**config.mk**
```make
export PLATFORM = sky130hd
export DESIGN_NAME = edge_event_capture_flat
export DESIGN_NICKNAME = d
export VERILOG_FILES = /design/src/rtl/edge_event_capture_if.sv /design/src/rtl/edge_event_capture.sv /design/src/flat_wrapper.sv
export SDC_FILE = /design/constraint.sdc
export NUM_CORES = 1
export LEC_CHECK = 0
export BUFFER_PORTS_ARGS = -buffer_cell sky130_fd_sc_hd__buf_2
export CAP_MARGIN = 20
export CORE_ASPECT_RATIO = 1.5
export CORE_UTILIZATION = 45
export DETAILED_ROUTE_END_ITERATION = 8
export PLACE_DENSITY = 0.64
export SLEW_MARGIN = 20
export SYNTH_ARGS = -nofsm -noshare
export SYNTH_HDL_FRONTEND = slang
export SYNTH_SLANG_ARGS = --single-unit
```
**constraint.sdc**
```tcl
create_clock -name clk -period 1.2 [get_ports clk]
set_input_delay 0.12 -clock clk [delete_from_list [all_inputs] [get_ports clk]]
set_output_delay 0.12 -clock clk [all_outputs]
set_load 0.02 [all_outputs]
```
**src/rtl/edge_event_capture_if.sv**
```systemverilog
// Bundles the per-channel level inputs, mode/clear controls and event flags.
// The master side drives levels and controls; the slave side is the capture block.
interface edge_event_capture_if #(
   parameter int WIDTH = 4
);

   logic [WIDTH-1:0]   sig_in;
   logic [2*WIDTH-1:0] mode;
   logic [WIDTH-1:0]   clr;
   logic [WIDTH-1:0]   rise;
   logic [WIDTH-1:0]   fall;
   logic [WIDTH-1:0]   pending;
   logic [WIDTH-1:0]   overflow;
   logic               irq;

   modport master (
      output sig_in, mode, clr,
      input  rise, fall, pending, overflow, irq
   );

   modport slave (
      input  sig_in, mode, clr,
      output rise, fall, pending, overflow, irq
   );

endinterface

```
**src/rtl/edge_event_capture.sv**
```systemverilog
// Multi-channel edge event capture.
// Each channel synchronises an asynchronous level, debounces it with a
// hold-time filter, emits rise/fall pulses on accepted transitions and
// latches mode-selected events into sticky pending/overflow flags.
module edge_event_capture #(
   parameter int WIDTH       = 4,
   parameter int SYNC_STAGES = 2,
   parameter int FILTER_LEN  = 4
) (
   input  logic                 clk,
   input  logic                 rst,
   edge_event_capture_if.slave  bus
);

   localparam int             CNT_W    = $clog2(FILTER_LEN + 1);
   localparam logic [CNT_W-1:0] CNT_LAST = CNT_W'(FILTER_LEN - 1);

   logic [WIDTH-1:0] rise_v;
   logic [WIDTH-1:0] fall_v;
   logic [WIDTH-1:0] pend_v;
   logic [WIDTH-1:0] ovf_v;

   for (genvar i = 0; i < WIDTH; i++) begin : g_chan
      logic [SYNC_STAGES-1:0] sync_q;
      logic [CNT_W-1:0]       cnt_q;
      logic                   filt_q;
      logic                   rise_q;
      logic                   fall_q;
      logic                   pend_q;
      logic                   ovf_q;
      logic                   s;
      logic                   accept;
      logic                   event_en;

      // Synchroniser chain: bring the asynchronous level into the clk domain.
      always_ff @(posedge clk) begin
         // NOTE: all state uses non-blocking assignment so every flop samples
         // the pre-edge value of its neighbours, giving a true shift chain.
         if (rst) sync_q <= '0;
         else     sync_q <= {sync_q[SYNC_STAGES-2:0], bus.sig_in[i]};
      end

      assign s        = sync_q[SYNC_STAGES-1];
      assign accept   = (s != filt_q) && (cnt_q == CNT_LAST);
      assign event_en = (rise_q && bus.mode[2*i]) || (fall_q && bus.mode[2*i+1]);

      // Hold-time filter: a new level is accepted only after FILTER_LEN
      // consecutive cycles of disagreement; the edge pulses are registered
      // alongside the accepted level so they line up with its change.
      always_ff @(posedge clk) begin
         if (rst) begin
            cnt_q  <= '0;
            filt_q <= 1'b0;
            rise_q <= 1'b0;
            fall_q <= 1'b0;
         end else if (s == filt_q) begin
            cnt_q  <= '0;
            rise_q <= 1'b0;
            fall_q <= 1'b0;
         end else if (accept) begin
            cnt_q  <= '0;
            filt_q <= s;
            rise_q <= s;
            fall_q <= ~s;
         end else begin
            cnt_q  <= cnt_q + CNT_W'(1);
            rise_q <= 1'b0;
            fall_q <= 1'b0;
         end
      end

      // Sticky flags: a new event beats a clear for pending, while a clear
      // in the same cycle still drops any prior overflow.
      always_ff @(posedge clk) begin
         if (rst) begin
            pend_q <= 1'b0;
            ovf_q  <= 1'b0;
         end else if (event_en) begin
            pend_q <= 1'b1;
            ovf_q  <= bus.clr[i] ? 1'b0 : (ovf_q | pend_q);
         end else if (bus.clr[i]) begin
            pend_q <= 1'b0;
            ovf_q  <= 1'b0;
         end
      end

      assign rise_v[i] = rise_q;
      assign fall_v[i] = fall_q;
      assign pend_v[i] = pend_q;
      assign ovf_v[i]  = ovf_q;
   end

   assign bus.rise     = rise_v;
   assign bus.fall     = fall_v;
   assign bus.pending  = pend_v;
   assign bus.overflow = ovf_v;
   assign bus.irq      = |pend_v;

endmodule
```
**src/flat_wrapper.sv**
```systemverilog
// flat-port wrapper written by rule: the top's interface ports become plain ports
module edge_event_capture_flat 
#(
   parameter int WIDTH       = 4,
   parameter int SYNC_STAGES = 2,
   parameter int FILTER_LEN  = 4
)
  (clk, rst, bus_sig_in, bus_mode, bus_clr, bus_rise, bus_fall, bus_pending, bus_overflow, bus_irq);
  edge_event_capture_if #(.WIDTH(WIDTH)) bus_i ();
  input  logic clk;
  input  logic rst;
  input wire logic [$bits(bus_i.sig_in)-1:0] bus_sig_in;
  input wire logic [$bits(bus_i.mode)-1:0] bus_mode;
  input wire logic [$bits(bus_i.clr)-1:0] bus_clr;
  output wire logic [$bits(bus_i.rise)-1:0] bus_rise;
  output wire logic [$bits(bus_i.fall)-1:0] bus_fall;
  output wire logic [$bits(bus_i.pending)-1:0] bus_pending;
  output wire logic [$bits(bus_i.overflow)-1:0] bus_overflow;
  output wire logic [$bits(bus_i.irq)-1:0] bus_irq;
  assign bus_i.sig_in = bus_sig_in;
  assign bus_i.mode = bus_mode;
  assign bus_i.clr = bus_clr;
  assign bus_rise = bus_i.rise;
  assign bus_fall = bus_i.fall;
  assign bus_pending = bus_i.pending;
  assign bus_overflow = bus_i.overflow;
  assign bus_irq = bus_i.irq;
  edge_event_capture #(.WIDTH(WIDTH), .SYNC_STAGES(SYNC_STAGES), .FILTER_LEN(FILTER_LEN)) u_core (.clk(clk), .rst(rst), .bus(bus_i));
endmodule
```
; ---- Word level (Yosys, flattened, before mapping)
; Cells that the tools add are included.
[totals]
reg_bits = 40
in_bits = 18
word_cells = 109
[op_classes]
n_bitwise = 16
muxes = 16
reduce_logical = 33
n_eq_ne = 12
n_addsub = 4
[op_table]
columns = operator, count
row1 = $reduce_or 3->1, 8
row2 = $mux 1, 16
row3 = $add 3x1->3 const B, 4
row4 = $eq 3x2->1 const B, 4
row5 = $logic_and 1x1->1, 12
row6 = $not 1->1, 12
row7 = $reduce_and 2->1, 4
row8 = $reduce_bool 2->1, 4
row9 = $eq 1x1->1, 4
row10 = $logic_or 1x1->1, 4
row11 = $ne 1x1->1, 4
row12 = $or 1x1->1, 4
row13 = $reduce_or 4->1, 1

; ---- Logic depth before layout (Yosys ltp)
[logic_depth]
depth_word = 4
ltp_mapped = 4
ltp_nobuf = 4

; ---- Worst setup path before layout
; No wires, ideal clock.
[synth_timing]
path_kind = reg-to-reg
start = register u_core.g_chan[0].cnt_q[0]
end = register u_core.g_chan[0].cnt_q[1]
path_stages_with_launch = 4
period_less_slack_ns = 1.079
path_slack_ns = 0.121
arrival_time_ns = 0.983
path_cell_list = dfxtp_1 -> ha_1 -> ha_1 -> nor4b_1
[synth_via]
elab_chain_len = 3
elab_cells_between_ends = 4
cone_classes = 1 x add/sub / 1 x eq/ne / 2 x reduce/logical
[synth_rtl]
columns = element, line
row1 = "start, declared", edge_event_capture.sv:25  ; logic [CNT_W-1:0] cnt_q;
row2 = "start signal, assigned", edge_event_capture.sv:66  ; cnt_q <= cnt_q + CNT_W'(1);
row3 = $eq 3x2->1, edge_event_capture.sv:44  ; assign accept = (s != filt_q) && (cnt_q == CNT_LAST);
row4 = $logic_and 1x1->1, edge_event_capture.sv:44
row5 = $reduce_or 3->1 (no line), --
; Several ways; a longest one is shown, not always the timed one.
; A chain may end at the register's enable or synchronous reset.

; ---- Final worst setup path
[layout_timing]
start = register u_core.g_chan[0].pend_q
end = output port bus_irq
[layout_via]
elab_chain_len = 1
[layout_rtl]
columns = element, line
row1 = "start, declared", edge_event_capture.sv:29  ; logic pend_q;
row2 = "start signal, assigned", edge_event_capture.sv:76  ; pend_q <= 1'b0;
row3 = "start signal, assigned", edge_event_capture.sv:79  ; pend_q <= 1'b1;
row4 = "start signal, assigned", edge_event_capture.sv:82  ; pend_q <= 1'b0;
row5 = $reduce_or 4->1, edge_event_capture.sv:97  ; assign bus.irq = |pend_v;
row6 = "end, declared", flat_wrapper.sv:19  ; output wire logic [$bits(bus_i.irq)-1:0] bus_irq;
; No other way between the ends.

==> run_results.csv <==
group,metric,value,unit
clock_tree,cts_tree,"yes",
clock_tree,cts-root-buf,"clkbuf_8",
synth,postSynthAreaPerCell,11.21,um^2
timing,worst_slack,-0.2082,ns
clock_tree,clock_sinks,40,
floorplan,io_pins,35,
critical_path,worstSetupEndpointType,"output port",
floorplan,floorplan.die.width,49.87,um
cells_and_area,post_route_cells_drive_above_1_share,0.3478,
drt,via_count,1023,
synth,synth_cell_types,20,
cells_and_area,postLayoutCellArea,1812,um^2
global_route,grt_pass1_wl,3870,um
timing,period_minus_slack,1.408,ns
floorplan,floorplan.rows,25,
synth,synth_sequential_area_ratio,0.5178,
clock_tree,clk-insertion-delay-late,0.29,ns
global_route,global_route.usage.total,0.1453,
critical_path,timing.critical_path.to,"bus_irq",
cells_and_area,layout_commonest_cell,"dfxtp_1",
placement,buffer_ports.inserted,34,
critical_path,startpoint_type,"register",
worst_hold_path,hold_start,"bus_sig_in[3]",
floorplan,die_h,73.80,um
synth,netlist_top_cells_area,"dfxtp_1, buf_4, ha_1, nor4bb_1, nor2b_1",
worst_hold_path,min-delay-path-class,"in -> reg",
clock_tree,cts-htree-levels,2,
timing,accumulated_negative_setup_slack,-0.2082,ns
global_route,gr-total-overflow,0,
critical_path,crit_path_max_fanout,4,
critical_path,max_stage_delay,0.53,ns
drt,detail_route.first_pass.iterations,4,
clock_tree,tritoncts.num_buffers,5,
synth,synth_largest_type_area_fraction,0.5178,
drt,remaining_drc_errors,0,
timing,relSlewSlack,0.7547,
timing,setup_viols_final,1,
placement,dp_hpwl,1759,um
critical_path,crit_path_cell_trace,"or4_4 -> buf_6",
clock_tree,clock_path_buffers,2,
floorplan,die_area,3680,um^2
cells_and_area,antennaDiodeCount,0,
synth,synth_fp_nets,164,
critical_path,reg2reg_from,"u_core.g_chan[2].cnt_q[0]$_SDFF_PP0_",
cells_and_area,area_overhead_vs_synth,17.15,%
placement,detailedPlace.worstSlack,0.007023,ns
timing,worst_pin_slew,0.3654,ns
drt,wl,2463,um
synth,ys_warns,0,
floorplan,core,3222,um^2
global_route,grt_antenna_before_repair,0,
pwr,max-vdd-ir-drop,0.8962,mV
drt,drt_first_iter_violations,11,
clock_tree,clock_transition_at_the_registers_of_the_reported_paths,0.07,ns
critical_path,arrival,1.29,ns
job,cap_viol_max_count,0,
timing,final-max-slew-violation-count,0,
timing,min_period_over_period,1.174,
critical_path,setup.reg_to_reg.worst_slack,0.02,ns
placement,placedInstanceArea,1629,um^2
critical_path,critPathLaunch,"u_core.g_chan[0].pend_q$_SDFFE_PP0P_",
synth,post_synthesis_cells,138,
timing,clock_skew,0.004006,ns
drt,antenna_violating_nets_post_route,0,
clock_tree,number_of_buffers_added_to_fix_hold_violations_after_cts,0,
critical_path,worst_r2r_path_depth,3,
cells_and_area,nNetsFinal,186,
global_route,grt_pass1_vias,959,
run_status,status,"finished with violations",
synth,cell_area_after_technology_mapping,1546,um^2
critical_path,r2r_end,"u_core.g_chan[2].cnt_q[2]$_SDFF_PP0_",
drt,drt-wirelength-per-cell,12.25,um
timing,rsz0062_at_grt,"yes",
pwr,p_per_area,1283,nW/um^2
floorplan,initial_core_util,0.4800,
critical_path,crit_required,1.08,ns
timing,max_freq,0.7101,GHz
synth,synth_seq_cells,40,
critical_path,path_class,"reg -> out",
placement,gp_routability_congestion,0.6098,
drt,viasPerCell,5.090,
synth,dominant_cell_type_by_area_after_synthesis,"dfxtp_1",
cells_and_area,layout.cells.most_common_list,"dfxtp_1, buf_2, nor2b_1, nor2_1",
cells_and_area,nFillCells,294,
critical_path,crit_slowest_cell,"or4_4",
pwr,lkg_pwr,0.0006984,uW
cells_and_area,final_core_utilization,0.5623,
timing,timing.final.hold_violations,0,
global_route,grt_start_max_net_pins,27,
run_status,failed_checks,"negative setup slack",
[area by class of cell]
class,instances,area (um^2),area share
timing repair buffer,36,203.9,0.1126
tap,40,50.05,0.02762
inverter,4,15.01,0.008287
clock buffer,8,90.09,0.04972
multi-input combinational,73,649.4,0.3584
sequential,40,803.3,0.4434
[cells by family (layout without fill, tap and decap cells)]
kind of cell    count (synthesis)  after routing  share of synthesized area
compound gates                 12             12                    0.05502
xor+xnor                        4              4                    0.02265
fa+ha+maj                       8              8                    0.06473
buf+inv                        25             48                     0.1116
flops                          40             40                     0.5178
mux                             4              4                    0.02589
simple gates                   45             45                     0.2023
[cell usage after synthesis, drive strengths merged]
cell type  instances
inv                4
clkbuf             1
nor2               8
nor4b              4
nor4               8
ha                 8
or3b               4
a22oi              4
mux2i              4
xnor2              4
dfxtp             40
nand2b             4
o2bb2ai            4
a21oi              4
nor4bb             8
nor2b              8
buf               20
or4                1
[critical path, delay by kind of cell, from the launching register on]
kind / cells / cell delay, ns
flip-flops: 1 / 0.33
AND/OR/NAND/NOR: 1 / 0.53
buffers and inverters: 1 / 0.15
[routing by layer]
| layer | routed length, um | track usage | share of wire |
|---|---|---|---|
| met1 | 1006 | 0.1237 | 0.41 |
| met2 | 1304 | 0.2763 | 0.53 |
| met3 | 114 | 0.05176 | 0.046 |
| met4 | 37 | 0.09524 | 0.015 |
| met5 | 0 | 0 | 0 |
[where the power goes]
group / total, uW / switching, uW / internal, uW
Clock: 879 / 411 / 468
Combinational: 90.1 / 44.9 / 45.2
Sequential: 1350 / 10.9 / 1340
Total: 2320 / 467 / 1860
[worst min path at each step]
stage,to,slack [ns],depth (start not counted)
detailed placement,u_core.g_chan[1].sync_q[0]$_SDFF_PP0_,0.33,2
CTS,u_core.g_chan[3].sync_q[0]$_SDFF_PP0_,0.02,2
floorplan,u_core.g_chan[0].sync_q[0]$_SDFF_PP0_,0.25,1
global route,u_core.g_chan[1].sync_q[0]$_SDFF_PP0_,0.03,2
finish,u_core.g_chan[3].sync_q[0]$_SDFF_PP0_,0.04,2
global placement,u_core.g_chan[1].sync_q[0]$_SDFF_PP0_,0.33,2
[flip-flops by register name, summed over array words and instances (netlist names)]
| signal | cells |
|---|---|
| u_core.g_chan.ovf_q | 4 |
| u_core.g_chan.rise_q | 4 |
| u_core.g_chan.sync_q | 8 |
| u_core.g_chan.pend_q | 4 |
| u_core.g_chan.filt_q | 4 |
| u_core.g_chan.cnt_q | 12 |
| u_core.g_chan.fall_q | 4 |
[repair_timing]
action,CTS,global route
endpoints found under the setup margin,2,18
gates resized for setup,1,17
hold endpoints to repair,0,0
pin swaps,0,2
buffers inserted,0,1
gates cloned,0,0
[through the flow]
stage | hold slack (ns) | power (uW) | cells
final | 0.03819 | 2324 | 201
after global routing | 0.02894 | 2429 | 201
after CTS | 0.02198 | 2372 | 200
after detailed placement | 0.3338 | 1469 | 192
after global placement | 0.3291 | 1463 | 192
after floorplan | 0.2482 | 1432 | 138
Power figures use the tool's default switching activity.
